===== src/rtl/password_entry_unit_pkg.sv =====
// Shared definitions for the password entry unit: keypad command codes,
// a digit classifier and the controller state encoding.
package password_entry_pkg;

  localparam logic [3:0] KEY_CLEAR = 4'hA;
  localparam logic [3:0] KEY_BKSP  = 4'hB;
  localparam logic [3:0] KEY_ENTER = 4'hC;

  typedef enum logic [1:0] {
    IDLE    = 2'd0,
    COLLECT = 2'd1,
    SUBMIT  = 2'd2,
    HOLD    = 2'd3
  } state_e;

  // True for BCD digit codes 0x0-0x9.
  function automatic logic is_digit(input logic [3:0] code);
    return (code <= 4'd9);
  endfunction

  // True for the three command codes that COLLECT acts on.
  function automatic logic is_command(input logic [3:0] code);
    return (code == KEY_CLEAR) || (code == KEY_BKSP) || (code == KEY_ENTER);
  endfunction

endpackage


===== src/rtl/password_entry_unit_if.sv =====
// Keypad-side and controller-side signals of the password entry unit.
//   entry_en     : controller permits entry
//   key_valid    : one-cycle key strobe
//   key_code     : 4-bit key code
//   psswrd_atmpt : assembled attempt (PSWD_W bits)
//   try_psswrd   : one-cycle attempt-valid pulse
//   digit_cnt    : digits currently held (CNT_W bits)
//   entry_error  : one-cycle error pulse
//   busy         : unit not idle
interface password_entry_unit_if #(
  parameter int unsigned PSWD_W = 8,
  parameter int unsigned CNT_W  = 2
);
  logic              entry_en;
  logic              key_valid;
  logic [3:0]        key_code;
  logic [PSWD_W-1:0] psswrd_atmpt;
  logic              try_psswrd;
  logic [CNT_W-1:0]  digit_cnt;
  logic              entry_error;
  logic              busy;

  // Keypad / controller side
  modport master (
    output entry_en, key_valid, key_code,
    input  psswrd_atmpt, try_psswrd, digit_cnt, entry_error, busy
  );

  // Password entry unit side
  modport slave (
    input  entry_en, key_valid, key_code,
    output psswrd_atmpt, try_psswrd, digit_cnt, entry_error, busy
  );
endinterface


===== src/rtl/password_entry_unit_entry_timer.sv =====
// Up-counter shared by the inter-key timeout and the post-submit hold.
//   clk, rst : clock, async active-high reset
//   clr      : force count to zero (wins over en)
//   en       : increment count
//   limit    : terminal value; tc_c is high while count == limit-1
//   tc_c     : combinational terminal-count flag
module entry_timer #(
  parameter int unsigned W = 11
) (
  input  logic         clk,
  input  logic         rst,
  input  logic         clr,
  input  logic         en,
  input  logic [W-1:0] limit,
  output logic         tc_c
);

  logic [W-1:0] count_q, count_d;

  // Next count: clear has priority over increment.
  always_comb begin
    count_d = count_q;
    if (clr) begin
      count_d = '0;
    end else if (en) begin
      count_d = count_q + W'(1);
    end
  end

  always_ff @(posedge clk or posedge rst) begin
    if (rst) begin
      count_q <= '0;
    end else begin
      count_q <= count_d;
    end
  end

  // Flags the cycle whose increment would reach the limit.
  assign tc_c = (count_q == (limit - W'(1)));

endmodule


===== src/rtl/password_entry_unit.sv =====
// Keypad front-end: assembles BCD digits into a password attempt, handles
// clear/backspace/timeout and presents the attempt with a one-cycle pulse.
//   clk, rst : clock, async active-high reset
//   bus      : slave modport carrying entry_en/key_valid/key_code in and
//              psswrd_atmpt/try_psswrd/digit_cnt/entry_error/busy out
module password_entry_unit
  import password_entry_pkg::*;
#(
  parameter int unsigned NUM_DIGITS     = 2,
  parameter int unsigned TIMEOUT_CYCLES = 2000,
  parameter int unsigned HOLD_CYCLES    = 16
) (
  input  logic                 clk,
  input  logic                 rst,
  password_entry_unit_if.slave bus
);

  localparam int unsigned PSWD_W  = 4 * NUM_DIGITS;
  localparam int unsigned CNT_W   = $clog2(NUM_DIGITS + 1);
  localparam int unsigned TMR_MAX = (TIMEOUT_CYCLES > HOLD_CYCLES) ? TIMEOUT_CYCLES : HOLD_CYCLES;
  localparam int unsigned TMR_W   = (TMR_MAX < 2) ? 1 : $clog2(TMR_MAX);

  // Timeout fires on the cycle the idle count would reach TIMEOUT_CYCLES-1.
  localparam logic [TMR_W-1:0] TO_LIMIT   = TMR_W'(TIMEOUT_CYCLES - 1);
  localparam logic [TMR_W-1:0] HOLD_LIMIT = TMR_W'(HOLD_CYCLES);
  localparam logic [CNT_W-1:0] CNT_FULL   = CNT_W'(NUM_DIGITS);

  state_e            state_q, state_d;
  logic [PSWD_W-1:0] shreg_q, shreg_d;
  logic [CNT_W-1:0]  cnt_q, cnt_d;
  logic [PSWD_W-1:0] atmpt_q, atmpt_d;
  logic              try_q, try_d;
  logic              err_q, err_d;
  logic              busy_q, busy_d;

  logic              tmr_clr;
  logic              tmr_en;
  logic              tmr_tc_c;
  logic [TMR_W-1:0]  tmr_limit;
  logic              key_digit;
  logic              key_cmd;

  assign key_digit = bus.key_valid && is_digit(bus.key_code);
  assign key_cmd   = bus.key_valid && is_command(bus.key_code);
  assign tmr_limit = (state_q == HOLD) ? HOLD_LIMIT : TO_LIMIT;

  entry_timer #(
    .W (TMR_W)
  ) u_timer (
    .clk   (clk),
    .rst   (rst),
    .clr   (tmr_clr),
    .en    (tmr_en),
    .limit (tmr_limit),
    .tc_c  (tmr_tc_c)
  );

  // Next state, shift register, digit count, timer control and outputs.
  always_comb begin
    state_d = state_q;
    shreg_d = shreg_q;
    cnt_d   = cnt_q;
    err_d   = 1'b0;
    tmr_clr = 1'b0;
    tmr_en  = 1'b0;

    unique case (state_q)
      IDLE: begin
        tmr_clr = 1'b1;
        if (bus.entry_en && key_digit) begin
          shreg_d = PSWD_W'(bus.key_code);
          cnt_d   = CNT_W'(1);
          state_d = COLLECT;
        end
      end

      COLLECT: begin
        if (!bus.entry_en) begin
          // Abort silently; beats any key or timeout this cycle.
          shreg_d = '0;
          cnt_d   = '0;
          tmr_clr = 1'b1;
          state_d = IDLE;
        end else if (key_digit || key_cmd) begin
          // Any acted-on key (including a dropped overflow digit) restarts the timer.
          tmr_clr = 1'b1;
          if (key_digit) begin
            if (cnt_q < CNT_FULL) begin
              shreg_d = (shreg_q << 4) | PSWD_W'(bus.key_code);
              cnt_d   = cnt_q + CNT_W'(1);
            end else begin
              err_d = 1'b1;
            end
          end else if (bus.key_code == KEY_CLEAR) begin
            shreg_d = '0;
            cnt_d   = '0;
            state_d = IDLE;
          end else if (bus.key_code == KEY_BKSP) begin
            shreg_d = shreg_q >> 4;
            cnt_d   = cnt_q - CNT_W'(1);
            if (cnt_q == CNT_W'(1)) begin
              state_d = IDLE;
            end
          end else begin
            if (cnt_q == CNT_FULL) begin
              state_d = SUBMIT;
            end else begin
              err_d   = 1'b1;
              shreg_d = '0;
              cnt_d   = '0;
              state_d = IDLE;
            end
          end
        end else if (tmr_tc_c) begin
          err_d   = 1'b1;
          shreg_d = '0;
          cnt_d   = '0;
          tmr_clr = 1'b1;
          state_d = IDLE;
        end else begin
          tmr_en = 1'b1;
        end
      end

      SUBMIT: begin
        tmr_clr = 1'b1;
        state_d = HOLD;
      end

      HOLD: begin
        if (tmr_tc_c) begin
          shreg_d = '0;
          cnt_d   = '0;
          tmr_clr = 1'b1;
          state_d = IDLE;
        end else begin
          tmr_en = 1'b1;
        end
      end

      default: begin
        state_d = IDLE;
      end
    endcase

    // Outputs follow the next state so they register alongside it.
    try_d   = (state_d == SUBMIT);
    atmpt_d = ((state_d == SUBMIT) || (state_d == HOLD)) ? shreg_d : '0;
    busy_d  = (state_d != IDLE);
  end

  always_ff @(posedge clk or posedge rst) begin
    if (rst) begin
      state_q <= IDLE;
      shreg_q <= '0;
      cnt_q   <= '0;
      atmpt_q <= '0;
      try_q   <= 1'b0;
      err_q   <= 1'b0;
      busy_q  <= 1'b0;
    end else begin
      state_q <= state_d;
      shreg_q <= shreg_d;
      cnt_q   <= cnt_d;
      atmpt_q <= atmpt_d;
      try_q   <= try_d;
      err_q   <= err_d;
      busy_q  <= busy_d;
    end
  end

  assign bus.psswrd_atmpt = atmpt_q;
  assign bus.try_psswrd   = try_q;
  assign bus.digit_cnt    = cnt_q;
  assign bus.entry_error  = err_q;
  assign bus.busy         = busy_q;

endmodule


===== src/flat_wrapper.sv =====
// flat-port wrapper written by rule: the top's interface ports become plain ports
module password_entry_unit_flat import password_entry_pkg::*;
#(
  parameter int unsigned NUM_DIGITS     = 2,
  parameter int unsigned TIMEOUT_CYCLES = 2000,
  parameter int unsigned HOLD_CYCLES    = 16
)
  (clk, rst, bus_entry_en, bus_key_valid, bus_key_code, bus_psswrd_atmpt, bus_try_psswrd, bus_digit_cnt, bus_entry_error, bus_busy);
  password_entry_unit_if bus_i ();
  input  logic clk;
  input  logic rst;
  input wire logic [$bits(bus_i.entry_en)-1:0] bus_entry_en;
  input wire logic [$bits(bus_i.key_valid)-1:0] bus_key_valid;
  input wire logic [$bits(bus_i.key_code)-1:0] bus_key_code;
  output wire logic [$bits(bus_i.psswrd_atmpt)-1:0] bus_psswrd_atmpt;
  output wire logic [$bits(bus_i.try_psswrd)-1:0] bus_try_psswrd;
  output wire logic [$bits(bus_i.digit_cnt)-1:0] bus_digit_cnt;
  output wire logic [$bits(bus_i.entry_error)-1:0] bus_entry_error;
  output wire logic [$bits(bus_i.busy)-1:0] bus_busy;
  assign bus_i.entry_en = bus_entry_en;
  assign bus_i.key_valid = bus_key_valid;
  assign bus_i.key_code = bus_key_code;
  assign bus_psswrd_atmpt = bus_i.psswrd_atmpt;
  assign bus_try_psswrd = bus_i.try_psswrd;
  assign bus_digit_cnt = bus_i.digit_cnt;
  assign bus_entry_error = bus_i.entry_error;
  assign bus_busy = bus_i.busy;
  password_entry_unit #(.NUM_DIGITS(NUM_DIGITS), .TIMEOUT_CYCLES(TIMEOUT_CYCLES), .HOLD_CYCLES(HOLD_CYCLES)) u_core (.clk(clk), .rst(rst), .bus(bus_i));
endmodule

===== config.mk =====
export PLATFORM = sky130hd
export DESIGN_NAME = password_entry_unit_flat
export DESIGN_NICKNAME = d
export VERILOG_FILES = /design/src/rtl/password_entry_unit_pkg.sv /design/src/rtl/password_entry_unit_if.sv /design/src/rtl/password_entry_unit_entry_timer.sv /design/src/rtl/password_entry_unit.sv /design/src/flat_wrapper.sv
export SDC_FILE = /design/constraint.sdc
export NUM_CORES = 1
export LEC_CHECK = 0
export CORE_MARGIN = 1.5
export CORE_UTILIZATION = 40
export CTS_BUF_LIST = sky130_fd_sc_hd__clkbuf_16
export DETAILED_ROUTE_END_ITERATION = 7
export GPL_TIMING_DRIVEN = 0
export SLEW_MARGIN = 20
export SYNTH_ARGS = -nofsm -noshare
export SYNTH_HDL_FRONTEND = slang
export SYNTH_HIERARCHICAL = 1
export SYNTH_SLANG_ARGS = --single-unit

===== constraint.sdc =====
create_clock -name clk -period 4.3 [get_ports clk]
set_input_delay 0.43 -clock clk [delete_from_list [all_inputs] [get_ports clk]]
set_output_delay 0.43 -clock clk [all_outputs]
set_load 0.05 [all_outputs]

==> results of run 1 <==
==> power breakdown <==
| part | internal (µW) | switching [µW] |
|---|---|---|
| Clock | 211 | 135 |
| Combinational | 30.3 | 45.9 |
| Sequential | 329 | 10.2 |
| Total | 571 | 191 |
==> through the flow <==
step / hold WS (ns) / utilization (%) / cell area [µm²] / setup WS [ns] / cells
detailed placement: 0.503 / 47.6 / 2490 / -0.436 / 342
floorplan: 0.282 / - / 2230 / 0.223 / 254
finish: 0.487 / 50.6 / 2650 / 0.318 / 350
CTS: 0.496 / 50.5 / 2640 / 0.229 / 350
global route: 0.527 / 50.6 / 2650 / 0.0813 / 350
global placement: 0.499 / 47.6 / 2490 / -0.400 / 342
==> cell usage after synthesis (2+ instances only) <==
master	number
o21a_1	2
xnor2_1	10
nand4_1	5
a221o_1	4
ha_1	4
o211ai_1	2
nor3b_1	2
buf_2	4
o21ai_0	12
a211oi_1	3
nor3_1	3
nor4_1	2
nand2b_1	2
xor2_1	13
dfrtp_1	34
nand3b_1	2
nand3_1	15
o21ai_1	5
nor2b_1	9
nor3_2	2
inv_1	12
and2_1	3
nand2_1	33
buf_6	3
clkbuf_1	3
a21oi_1	17
or3_1	2
a31oi_1	3
nor2_1	15
==> cell usage in the layout, fill, tap and decap left out, types with 2 or more instances in the layout <==
cell type,Yosys,layout
a211oi_1,3,3
a21oi_1,17,17
a221o_1,4,4
a31oi_1,3,3
and2_1,3,3
buf_2,4,4
buf_6,3,3
clkbuf_1,3,3
clkbuf_16,0,5
clkdlybuf4s50_1,0,18
conb_1,1,4
dfrtp_1,34,34
ha_1,4,4
inv_1,12,12
nand2_1,33,32
nand2b_1,2,2
nand3_1,15,15
nand3b_1,2,2
nand4_1,5,5
nor2_1,15,15
nor2b_1,9,9
nor3_1,3,3
nor3_2,2,2
nor3b_1,2,2
nor4_1,2,2
o211ai_1,2,2
o21a_1,2,2
o21ai_0,12,12
o21ai_1,5,5
or3_1,2,2
xnor2_1,10,10
xor2_1,13,13
==> metal layers <==
metal / vias up / share of wire (%) / routed length, µm / track usage, %
met5: - / 0 / 0 / 0
met4: 0 / 1.0 / 48 / 7.09
met3: 4 / 4.9 / 236 / 3.29
met2: 50 / 46 / 2210 / 27.0
met1: 877 / 48 / 2300 / 23.9
li1: 932 / - / - / -
==> repair_timing <==
action | CTS | global route
hold endpoints to repair | 0 | 0
gates resized for setup | 2 | 1
endpoints found under the setup margin | 7 | 1
==> area by class of cell <==
type | count | area, µm² | share of cell area [%]
clock buffers | 5 | 125 | 4.72
plain buffers | 10 | 65.1 | 2.45
well taps | 70 | 87.6 | 3.30
flip-flops and latches | 34 | 851 | 32.1
clock inverters | 3 | 16.3 | 0.613
repair buffers | 18 | 180 | 6.80
multi-input cells | 198 | 1280 | 48.3
inverters | 12 | 45.0 | 1.70
==> cell families (layout without fill, tap and decap cells) <==
logic type               count (synthesis)  after routing  synth area share, %
flip-flops                              34             34                 38.4
buffers and inverters                   22             48                 4.97
other                                    1              4                0.169
AO/OA/AOI/OAI                           59             59                 18.8
adder cells (fa/ha/maj)                  4              4                 2.26
XOR/XNOR                                23             23                 9.10
multiplexers                             1              1                0.452
AND/OR/NAND/NOR                        107            107                 25.9
==> sequential cells by signal, summed over array words and instances (netlist names) <==
signal	cells
u_core/bus.entry_error	1
u_core/bus.digit_cnt	2
u_core/bus.busy	1
u_core/state_q	2
u_core/bus.try_psswrd	1
u_core/u_timer/count_q	11
u_core/shreg_q	8
u_core/bus.psswrd_atmpt	8
==> worst max-delay path: stages, from the launching register on <==
cell and delay (ns):
dfrtp_1 0.41, buf_2 0.23, nand2_8 0.22, inv_1 0.16, or4_4 0.55, nor4_2 0.23, a211oi_1 0.13, a211oi_1 0.25
and4bb_1 0.28, inv_1 0.10, o21a_1 0.28, inv_1 0.12, o211a_1 0.26, and3_1 0.21, and4_1 0.21, xnor2_1 0.13
nor2_1 0.05
==> worst paths after layout <==
path / from / endpoint / slack [ns] / cells past startpoint
worst max-delay path: u_core/state_q[0] / u_core/u_timer/count_q[7] / 0.32 / 16
worst min-delay path: rst / u_core/u_timer/count_q[0] / 0.49 / 2
worst max register to register: u_core/state_q[0] / u_core/u_timer/count_q[7] / 0.32 / 16
worst min register to register: u_core/shreg_q[5] / u_core/shreg_q[5] / 0.51 / 2
max in group asynchronous: rst / u_core/bus.psswrd_atmpt[3] / 3.04 / 2
min in group clk: u_core/shreg_q[5] / u_core/shreg_q[5] / 0.51 / 2
==> flow_summary.yaml, run 1 <==
routing:
  first_pass_iters: 4
  drt-total-wl_mm: 4.80
  drc_errors: 0
  ant_nets: 0
  dr_total_vias: 1863
  routedWlPerCell_um: 13.7
  drtIter0Drc: 146
  vias_per_cell: 5.32
synth:
  ys_seq_area_share_pct: 38.4
  syn_inst: 251
  synth_top_area_cell: "dfrtp_1"
  synth-edff-count: 0
  syn_area_per_cell_um2: 8.82
  ys.flop_type: "dfrtp_1"
  syn-cell-area_mm2: 0.00221
  yosysWarnings: 6
  synth_cell_types: 54
  synthTopCellsByArea: "dfrtp_1 38%, nand2_1 5.6%, xor2_1 5.1%"
  yosys.area.top_type_share_pct: 38.4
  ys_seq_elements: 34
  synth-async-reset-ratio_pct: 100
global_routing:
  grt_start_max_net_pins: 34
  antenna_found_initial: 0
  grt_pass1_vias: 1704
  grt-ovfl-total: 0
  grt_pass1_wl_mm: 8.16
  groute.usage.overall_pct: 17.4
timing:
  maxSlewHeadroom_pct: 39.1
  fin_tns_setup_ns: 0
  max_freq_mhz: 251
  maxSlewViolCount: 0
  finClkSkew_ns: 0.00400
  post-route-period-util_pct: 92.6
  fin_crit_ns: 3.98
  hold_viol_final: 0
  rsz0062_at_grt: "no"
  setup_viol: 0
  max_slew.worst_pin.slew_ns: 0.912
setup_path:
  cp.required_ns: 4.45
  crit_type: "reg2reg"
  arrival_ns: 4.13
  end_kind: "flip-flop"
  cp_max_fo: 33
  cp-start-kind: "flip-flop"
clock_tree:
  cts_setup_buffers: 0
  tritoncts: "yes"
  clockBufferDepth: 2
  holdBufCountCts: 0
  worstSkewPairLatency_ns: 0.28
  cts_buffers: 5
  ctsRootBufferMaster: "clkbuf_16"
  clk_pin_slew_ns: 0.06
  cts.htree.levels: 2
  clock-sinks: 34
run_status:
  status: "finished, final reports clean"
finish:
  fillers: 498
  area_growth_pct: 19.7
  fin_nets: 291
  antenna_cells: 0
  drive_gt1_share_pct: 10.4
floorplanning:
  coreArea_mm2: 0.00524
  initial_utilization_pct: 42.3
  die_area_mm2: 0.00599
  die_x_um: 77.4
  num_rows: 26
  die_h_um: 77.4
  io_pins: 21
power_and_ir_drop:
  power_density_mw_per_mm2: 287
  leakagePower_uw: 0.00108
  ir_worst_vdd_mv: 0.187
  finalPower_uw: 761
run:
  drv_cap: 0
placed_design:
  post-dp-hpwl_mm: 3.41
  portBuffers: 18
  gp_congestion: 0.869
hold_path:
  hp-class: "in2async"
Power figures use the tool's default switching activity.
==> inputs of run 2 (changes only) <==
--- a/config.mk
+++ b/config.mk
@@ -10,7 +10,6 @@
 export CTS_BUF_LIST = sky130_fd_sc_hd__clkbuf_16
 export DETAILED_ROUTE_END_ITERATION = 7
 export GPL_TIMING_DRIVEN = 0
-export SLEW_MARGIN = 20
 export SYNTH_ARGS = -nofsm -noshare
 export SYNTH_HDL_FRONTEND = slang
 export SYNTH_HIERARCHICAL = 1
==> results of run 2 <==
No change in the layout: final DEF, timing and power equal those of run 1.
